**src/rtl/seg_scan_ctrl_if.sv**
```systemverilog
// Load handshake between the display-value source and the scan controller.
// The source drives valid/value; the controller answers with ready.
interface seg_scan_ctrl_if #(
    parameter int DIGITS = 4
);
    logic                  load_valid;
    logic [4*DIGITS-1:0]   load_value;
    logic                  load_ready;

    modport master (output load_valid, output load_value, input load_ready);
    modport slave  (input load_valid, input load_value, output load_ready);
endinterface

```
**src/rtl/seg_scan_ctrl.sv**
```systemverilog
// Time-multiplexed common-anode 7-segment scanner with frame-aligned value
// commit, hex decode, leading-zero blanking and per-slot ghost blanking.
module seg_scan_ctrl #(
    parameter int DIGITS    = 4,
    parameter int DIV       = 50000,
    parameter int BLANK_CYC = 2
) (
    input  logic              clk,
    input  logic              reset,
    input  logic              enable,
    input  logic              lz_blank,
    seg_scan_ctrl_if.slave    load_if,
    output logic [DIGITS-1:0] an,
    output logic [6:0]        seg,
    output logic              frame_tick
);
    localparam int CW = $clog2(DIV);
    localparam int IW = (DIGITS > 1) ? $clog2(DIGITS) : 1;

    logic [CW-1:0]         cnt_q, cnt_d;
    logic [IW-1:0]         idx_q, idx_d;
    logic [4*DIGITS-1:0]   disp_q, disp_d;
    logic [4*DIGITS-1:0]   pend_q, pend_d;
    logic                  pend_full_q, pend_full_d;
    logic [DIGITS-1:0]     an_q, an_d;
    logic [6:0]            seg_q, seg_d;
    logic                  frame_tick_q, frame_tick_d;

    logic [3:0]            nib [DIGITS];
    logic [DIGITS-1:0]     nib_zero;
    logic [DIGITS-1:0]     blank_vec;
    logic                  cnt_last, fb, accept, commit, lit;

    function automatic logic [6:0] hex_pattern(input logic [3:0] v);
        logic [6:0] p;
        case (v)
            4'h0: p = 7'h3F;  4'h1: p = 7'h06;  4'h2: p = 7'h5B;  4'h3: p = 7'h4F;
            4'h4: p = 7'h66;  4'h5: p = 7'h6D;  4'h6: p = 7'h7D;  4'h7: p = 7'h07;
            4'h8: p = 7'h7F;  4'h9: p = 7'h6F;  4'hA: p = 7'h77;  4'hB: p = 7'h7C;
            4'hC: p = 7'h39;  4'hD: p = 7'h5E;  4'hE: p = 7'h79;  default: p = 7'h71;
        endcase
        return p;
    endfunction

    // A digit is blanked when it and every more-significant digit are zero.
    for (genvar gi = 0; gi < DIGITS; gi++) begin : g_digit
        assign nib[gi]      = disp_q[4*gi +: 4];
        assign nib_zero[gi] = (nib[gi] == 4'h0);
        if (gi == 0) begin : g_lsd
            assign blank_vec[gi] = 1'b0;
        end else begin : g_upper
            assign blank_vec[gi] = lz_blank & (&nib_zero[DIGITS-1:gi]);
        end
    end

    assign load_if.load_ready = ~pend_full_q;

    always_comb begin
        cnt_last = (cnt_q == CW'(DIV - 1));
        fb       = cnt_last && (idx_q == IW'(DIGITS - 1));
        accept   = load_if.load_valid && !pend_full_q;
        commit   = fb && pend_full_q;

        cnt_d = cnt_last ? '0 : cnt_q + CW'(1);
        idx_d = idx_q;
        if (cnt_last) begin
            idx_d = (idx_q == IW'(DIGITS - 1)) ? '0 : idx_q + IW'(1);
        end

        // accept and commit are mutually exclusive: accept needs pend empty.
        pend_d      = accept ? load_if.load_value : pend_q;
        pend_full_d = accept ? 1'b1 : (commit ? 1'b0 : pend_full_q);
        disp_d      = commit ? pend_q : disp_q;

        frame_tick_d = fb;

        lit   = enable && (cnt_q >= CW'(BLANK_CYC)) && !blank_vec[idx_q];
        an_d  = lit ? ~(DIGITS'(1) << idx_q) : '1;
        seg_d = lit ? ~hex_pattern(nib[idx_q]) : 7'h7F;
    end

    always_ff @(posedge clk or negedge reset) begin
        if (!reset) begin
            cnt_q        <= '0;
            idx_q        <= '0;
            disp_q       <= '0;
            pend_q       <= '0;
            pend_full_q  <= 1'b0;
            an_q         <= '1;
            seg_q        <= 7'h7F;
            frame_tick_q <= 1'b0;
        end else begin
            cnt_q        <= cnt_d;
            idx_q        <= idx_d;
            disp_q       <= disp_d;
            pend_q       <= pend_d;
            pend_full_q  <= pend_full_d;
            an_q         <= an_d;
            seg_q        <= seg_d;
            frame_tick_q <= frame_tick_d;
        end
    end

    assign an         = an_q;
    assign seg        = seg_q;
    assign frame_tick = frame_tick_q;
endmodule

```
**src/flat_wrapper.sv**
```systemverilog
// flat-port wrapper written by rule: the top's interface ports become plain ports
module seg_scan_ctrl_flat 
#(
    parameter int DIGITS    = 4,
    parameter int DIV       = 50000,
    parameter int BLANK_CYC = 2
)
  (clk, reset, enable, lz_blank, an, seg, frame_tick, load_if_load_valid, load_if_load_value, load_if_load_ready);
  seg_scan_ctrl_if #(.DIGITS(DIGITS)) load_if_i ();
  input  logic clk;
  input  logic reset;
  input  logic enable;
  input  logic lz_blank;
  output logic [DIGITS-1:0] an;
  output logic [6:0] seg;
  output logic frame_tick;
  input wire logic [$bits(load_if_i.load_valid)-1:0] load_if_load_valid;
  input wire logic [$bits(load_if_i.load_value)-1:0] load_if_load_value;
  output wire logic [$bits(load_if_i.load_ready)-1:0] load_if_load_ready;
  assign load_if_i.load_valid = load_if_load_valid;
  assign load_if_i.load_value = load_if_load_value;
  assign load_if_load_ready = load_if_i.load_ready;
  seg_scan_ctrl #(.DIGITS(DIGITS), .DIV(DIV), .BLANK_CYC(BLANK_CYC)) u_core (.clk(clk), .reset(reset), .enable(enable), .lz_blank(lz_blank), .load_if(load_if_i), .an(an), .seg(seg), .frame_tick(frame_tick));
endmodule
```
**config.mk**
```make
export PLATFORM = sky130hd
export DESIGN_NAME = seg_scan_ctrl_flat
export DESIGN_NICKNAME = d
export VERILOG_FILES = /design/src/rtl/seg_scan_ctrl_if.sv /design/src/rtl/seg_scan_ctrl.sv /design/src/flat_wrapper.sv
export SDC_FILE = /design/constraint.sdc
export NUM_CORES = 1
export LEC_CHECK = 0
export BUFFER_PORTS_ARGS = -buffer_cell sky130_fd_sc_hd__buf_2
export CORE_ASPECT_RATIO = 1.75
export CORE_MARGIN = 2
export CORE_UTILIZATION = 40
export CTS_CLUSTER_DIAMETER = 30
export DETAILED_ROUTE_END_ITERATION = 12
export GPL_ROUTABILITY_DRIVEN = 0
export SYNTH_ARGS = -nofsm -noshare
export SYNTH_HDL_FRONTEND = slang
export SYNTH_SLANG_ARGS = --single-unit
export TNS_END_PERCENT = 10
```
**constraint.sdc**
```tcl
create_clock -name clk -period 2.9 [get_ports clk]
set_input_delay 0.29 -clock clk [delete_from_list [all_inputs] [get_ports clk]]
set_output_delay 0.29 -clock clk [all_outputs]
set_load 0.03 [all_outputs]
```
; After elaboration in Yosys (flattened, before gate mapping)
; Memories as Yosys holds them, arrays and structs flattened.
; Index checks and enable logic that the tools add are counted.
[word_totals]
memories = 1
latch_bits = 0
ff_bits = 63
ram_bits = 0
word_cells = 48
romBits = 112
[classes]
eq_ne = 2
bitwise = 7
shifts = 1
n_lt_le_gt_ge = 3
mux = 11
reduce_logical = 13
n_div = 0
addsub = 2
multipliers = 0
[mem_list]
columns = memory, words, word_bits, read_ports, rd_ports_with_merged_regs, write_ports, line_no
row1 = (name not given), 16, 7, 1, 0, 0, seg_scan_ctrl.sv:36  ; case (v)
[ops]
columns = op, count
row1 = $add 16x1->16 const B, 1
row2 = $eq 16x16->1 const B, 1
row3 = $ge 16x2->1 const B, 1
row4 = $mux 16, 1
row5 = $logic_not 4->1, 3
row6 = $mux 4, 3
row7 = $bmux 4 s2, 1
row8 = $mux 7, 1
row9 = $not 7->7, 1
row10 = $logic_and 1x1->1, 5
row11 = $not 4->4, 1
row12 = $shl 1x2->4 const A, 1
row13 = $and 1x1->1, 3
row14 = $ge 3x3->1 const B, 1
row15 = $lt 2x3->1 const B, 1
row16 = $mux 1, 3
row17 = $not 2->3, 1
row18 = $reduce_and 3->1, 1
row19 = $add 2x1->2 const B, 1
row20 = $bmux 1 s2, 1
row21 = $eq 2x2->1 const B, 1
row22 = $logic_not 1->1, 2
row23 = $mux 2, 1
row24 = $reduce_and 2->1, 1
row25 = 2 further kinds, 2

; Longest topological paths before layout
[depth]
word_depth = 8
depth_mapped = 8
ltp_nobuf = 7

; Worst setup path after synthesis
; OpenSTA, ideal clock, no wires.
[synth_path]
path_kind = register -> register
from = register u_core.idx_q[1]
to = register u_core.seg_q[3], in the netlist u_core.seg[3]
setup_time_ns = 0.082
path_stages_with_launch = 8
path_buffers = 1
slack_ns = 0.856
arrival_time_ns = 1.962
required_ns = 2.818
path_cell_list = dfrtp_1 -> buf_2 -> mux4_2 -> inv_1 -> ha_1 -> inv_1 -> mux4_2 -> nand2b_1
[synth_via]
elab_chain_len = 7
elab_cells_between_ends = 11
cone_classes = 6 x mux / 2 x bitwise / 2 x reduce/logical / 1 x memory
[synth_lines]
columns = element, line_no
row1 = from (decl), seg_scan_ctrl.sv:21  ; logic [IW-1:0] idx_q, idx_d;
row2 = from (signal assigned), seg_scan_ctrl.sv:94  ; idx_q <= idx_d;
row3 = $not 2->3 (implied by the code), seg_scan_ctrl.sv:79  ; seg_d = lit ? ~hex_pattern(nib[idx_q]) : 7'h7F;
row4 = $bmux 4 s2, seg_scan_ctrl.sv:79
row5 = $mux 4 (implied by the code) (2 in a row), seg_scan_ctrl.sv:79
row6 = $mem_v2 16x7, -
row7 = $not 7->7, seg_scan_ctrl.sv:79
row8 = $mux 7 (*), seg_scan_ctrl.sv:79
row9 = net u_core.seg_d[3], seg_scan_ctrl.sv:26  ; logic [6:0] seg_q, seg_d;
row10 = to (signal assigned), seg_scan_ctrl.sv:99  ; seg_q <= seg_d;
row11 = to (decl), seg_scan_ctrl.sv:26
; Mark *: on every way through the listed nets, which the timed path passes. The rest lies on a longest branch. The select of a mux whose other input is x is not followed.
; A chain may end at the register's enable or synchronous reset.

; Worst setup path after layout
; Ends and elaborated chain as after synthesis.

==> results.toml <==
[placement]
hpwl_um = 3830
dpl_worst_slack_ps = 699
placed_area_um2 = 3160
numPortBuffers = 33

[floorplanning]
core_area_um2 = 7130
io_pins = 34
initial_core_util = 0.408
num_rows = 41
design.die.area_um2 = 7990
die_w_um = 68.4
fp.dieH_um = 117

[setup_path]
path_buf_inv = 2
required_ps = 3120
crit_type = "register to register"
path_delay_family = "multiplexers"
cp_max_fo = 9
critPathArrivalTime_ps = 2420
cp_cell_sequence = "mux4_2 -> inv_1 -> ha_1 -> inv_1 -> mux4_2 -> nand2b_1"
cpMaxStageDelayCell = "mux4_2"
endpoint_kind = "register"
critPathMaxStageDelay_ps = 620
cp-start-kind = "register"

[drt]
firstDrtPassIters = 4
drc = 0
antenna_left = 0
viasPerCell = 5.12
wire_per_inst_um = 14.4
wirelength_um = 5170
dr.first_iter.drc_count = 65
vias = 1837

[synth]
synth_edf_count = 0
synth_xor_area_frac = 0.0422
synthMuxAreaShare = 0.188
synth-seq-cells = 63
synth.avg_cell_area_um2 = 12.7
synth_top_area_share = 0.448
syn_nets = 260
synth_top_family_by_area = "multiplexers"
post_synth_and_or_nand_nor_area_fraction = 0.121
synthAdderAreaFrac = 0.0474
synth_flop_cell = "dfrtp_1"
yosysTopAreaCell = "dfrtp_1"
synth_cell_types = 33
postSynth.asyncResetShare = 1.00
yosysSeqAreaShare = 0.547
synthCells = 228
synth_compound_area_frac = 0.0288
syn-cell-area_um2 = 2910
yosys-top-cells-area = "dfrtp_1, dfstp_2, mux2_2"
ys_warn_count = 0

[clocking]
clock_sinks = 63
cts_root_buf = "clkbuf_16"
cts_tree = "yes"
ctsLongestPathBuffers = 2
cts_buffers = 9
clk_transition_reported_paths_ps = 50
htreeDepth = 3
clkLatencyLatePin_ps = 330
cts_resized = 0

[sta]
slew_viol_final = 0
finalWorstSetupSlack_ps = 709
tns_ps = 0
hold-worst-slack_ps = 187
fin_crit_ps = 2190
timing.fmax_mhz = 456
setup_violations = 0
hold_violations = 0
clock_skew_ps = 8.10
slew_headroom = 0.389
rsz0062_at_grt = "false"
worst_pin_slew_ps = 912
layout_worst_path_cycle_share = 0.756

[global_route]
grt_first_pass_wirelength_um = 8620
grt_max_degree = 44
grt-ovfl-total = 0
track_usage = 0.152
grt_pass1_vias = 1793
antenna_found_initial = 0

[pwr]
p_leak_nw = 1.60
vdd_ir_drop_max_uv = 330
powerDensity_nw_per_um2 = 576

[flow_run]
maxCapViolCount = 0

[worst_hold_path]
hp-class = "input pin to register"

[cells_and_area]
layout_commonest_cell = "dfrtp_1"
num_antenna_cells = 0
fin_area_um2 = 3450
nets = 300
area.growth.synth_to_final_pct = 18.7
drive_above_1_share = 0.370
final_cell_mix = "dfrtp_1, buf_2, mux2_2"
fillers = 654

[status]
outcome = "complete, no violations"
final cells by class:
cell class,instances,area [um2],share of cell area
flip-flops and latches,63,1590,0.461
multi-input cells,148,1240,0.360
clock buffers,13,260,0.0754
repair buffers,37,198,0.0573
well taps,86,108,0.0312
inverters,9,33.8,0.00979
clock inverters,3,17.5,0.00508
report_power, final:
part / leakage, nW / internal [mW] / switching (mW)
Sequential: 0.792 / 0.919 / 0.0152
Clock: 0.136 / 0.621 / 0.354
Combinational: 0.677 / 0.0378 / 0.0416
Total: 1.60 / 1.58 / 0.411
Yosys cell counts (all sizes together), types with 3 or more instances:
| library cell | number |
|---|---|
| o211ai | 3 |
| xnor2 | 6 |
| mux2i | 4 |
| mux4 | 5 |
| inv | 9 |
| and3 | 4 |
| dfrtp | 52 |
| nand3 | 14 |
| nor3 | 3 |
| nor2 | 17 |
| ha | 11 |
| o21ai | 4 |
| clkbuf | 5 |
| xor2 | 8 |
| nor4 | 8 |
| dfstp | 11 |
| mux2 | 32 |
| buf | 3 |
| nand2 | 17 |
flip-flops by register name (all words and copies together), names as in the netlist:
name                flops
u_core.an               4
u_core.pend_full_q      1
u_core.pend_q          16
u_core.disp_q          16
u_core.cnt_q           16
u_core.seg              7
u_core.idx_q            2
u_core.frame_tick       1
per-stage QoR:
stage / total power [mW] / util / cells
2_1_floorplan: 0.986 / - / 228
3_3_place_gp: 1.03 / 0.444 / 342
3_5_place_dp: 1.03 / 0.444 / 342
4_1_cts: 2.01 / 0.484 / 359
5_1_grt: 2.07 / 0.484 / 359
6_report: 1.99 / 0.484 / 359
worst register-to-register path: stages (launching register included):
cell and delay [ps]:
dfrtp_1 560, mux4_2 630, inv_1 140, ha_1 140, inv_1 40, mux4_2 440, nand2b_1 150
kinds of logic after synthesis:
family | Yosys count
buffers and inverters | 17
adder cells (fa/ha/maj) | 11
XOR/XNOR | 14
multiplexers | 41
AND/OR/NAND/NOR | 69
AO/OA/AOI/OAI | 13
flip-flops | 63
final timing paths:
path | from | end | slack, ps | depth (start not counted)
max in group asynchronous | reset | u_core.cnt_q[0] | 1570 | 3
max reg2reg | u_core.idx_q[1] | u_core.seg[3] | 710 | 6
max | u_core.idx_q[1] | u_core.seg[3] | 710 | 6
min | load_if_load_valid | u_core.pend_full_q | 190 | 2
min in group asynchronous | reset | u_core.pend_q[10] | 440 | 2
min reg2reg | u_core.pend_q[5] | u_core.pend_q[5] | 500 | 1
what timing repair did:
action	in CTS	in global routing
buffers inserted	0	0
hold buffers	1	0
endpoints found under the hold margin	9	0
per-layer routing:
layer | track usage | routed length, um | share of wire
met3 | 0.0482 | 233 | 0.045
met4 | 0.0800 | 123 | 0.024
met2 | 0.253 | 2810 | 0.54
met5 | 0 | 0 | 0
met1 | 0.169 | 2000 | 0.39
Note: power is estimated with default switching activity, not from simulation.
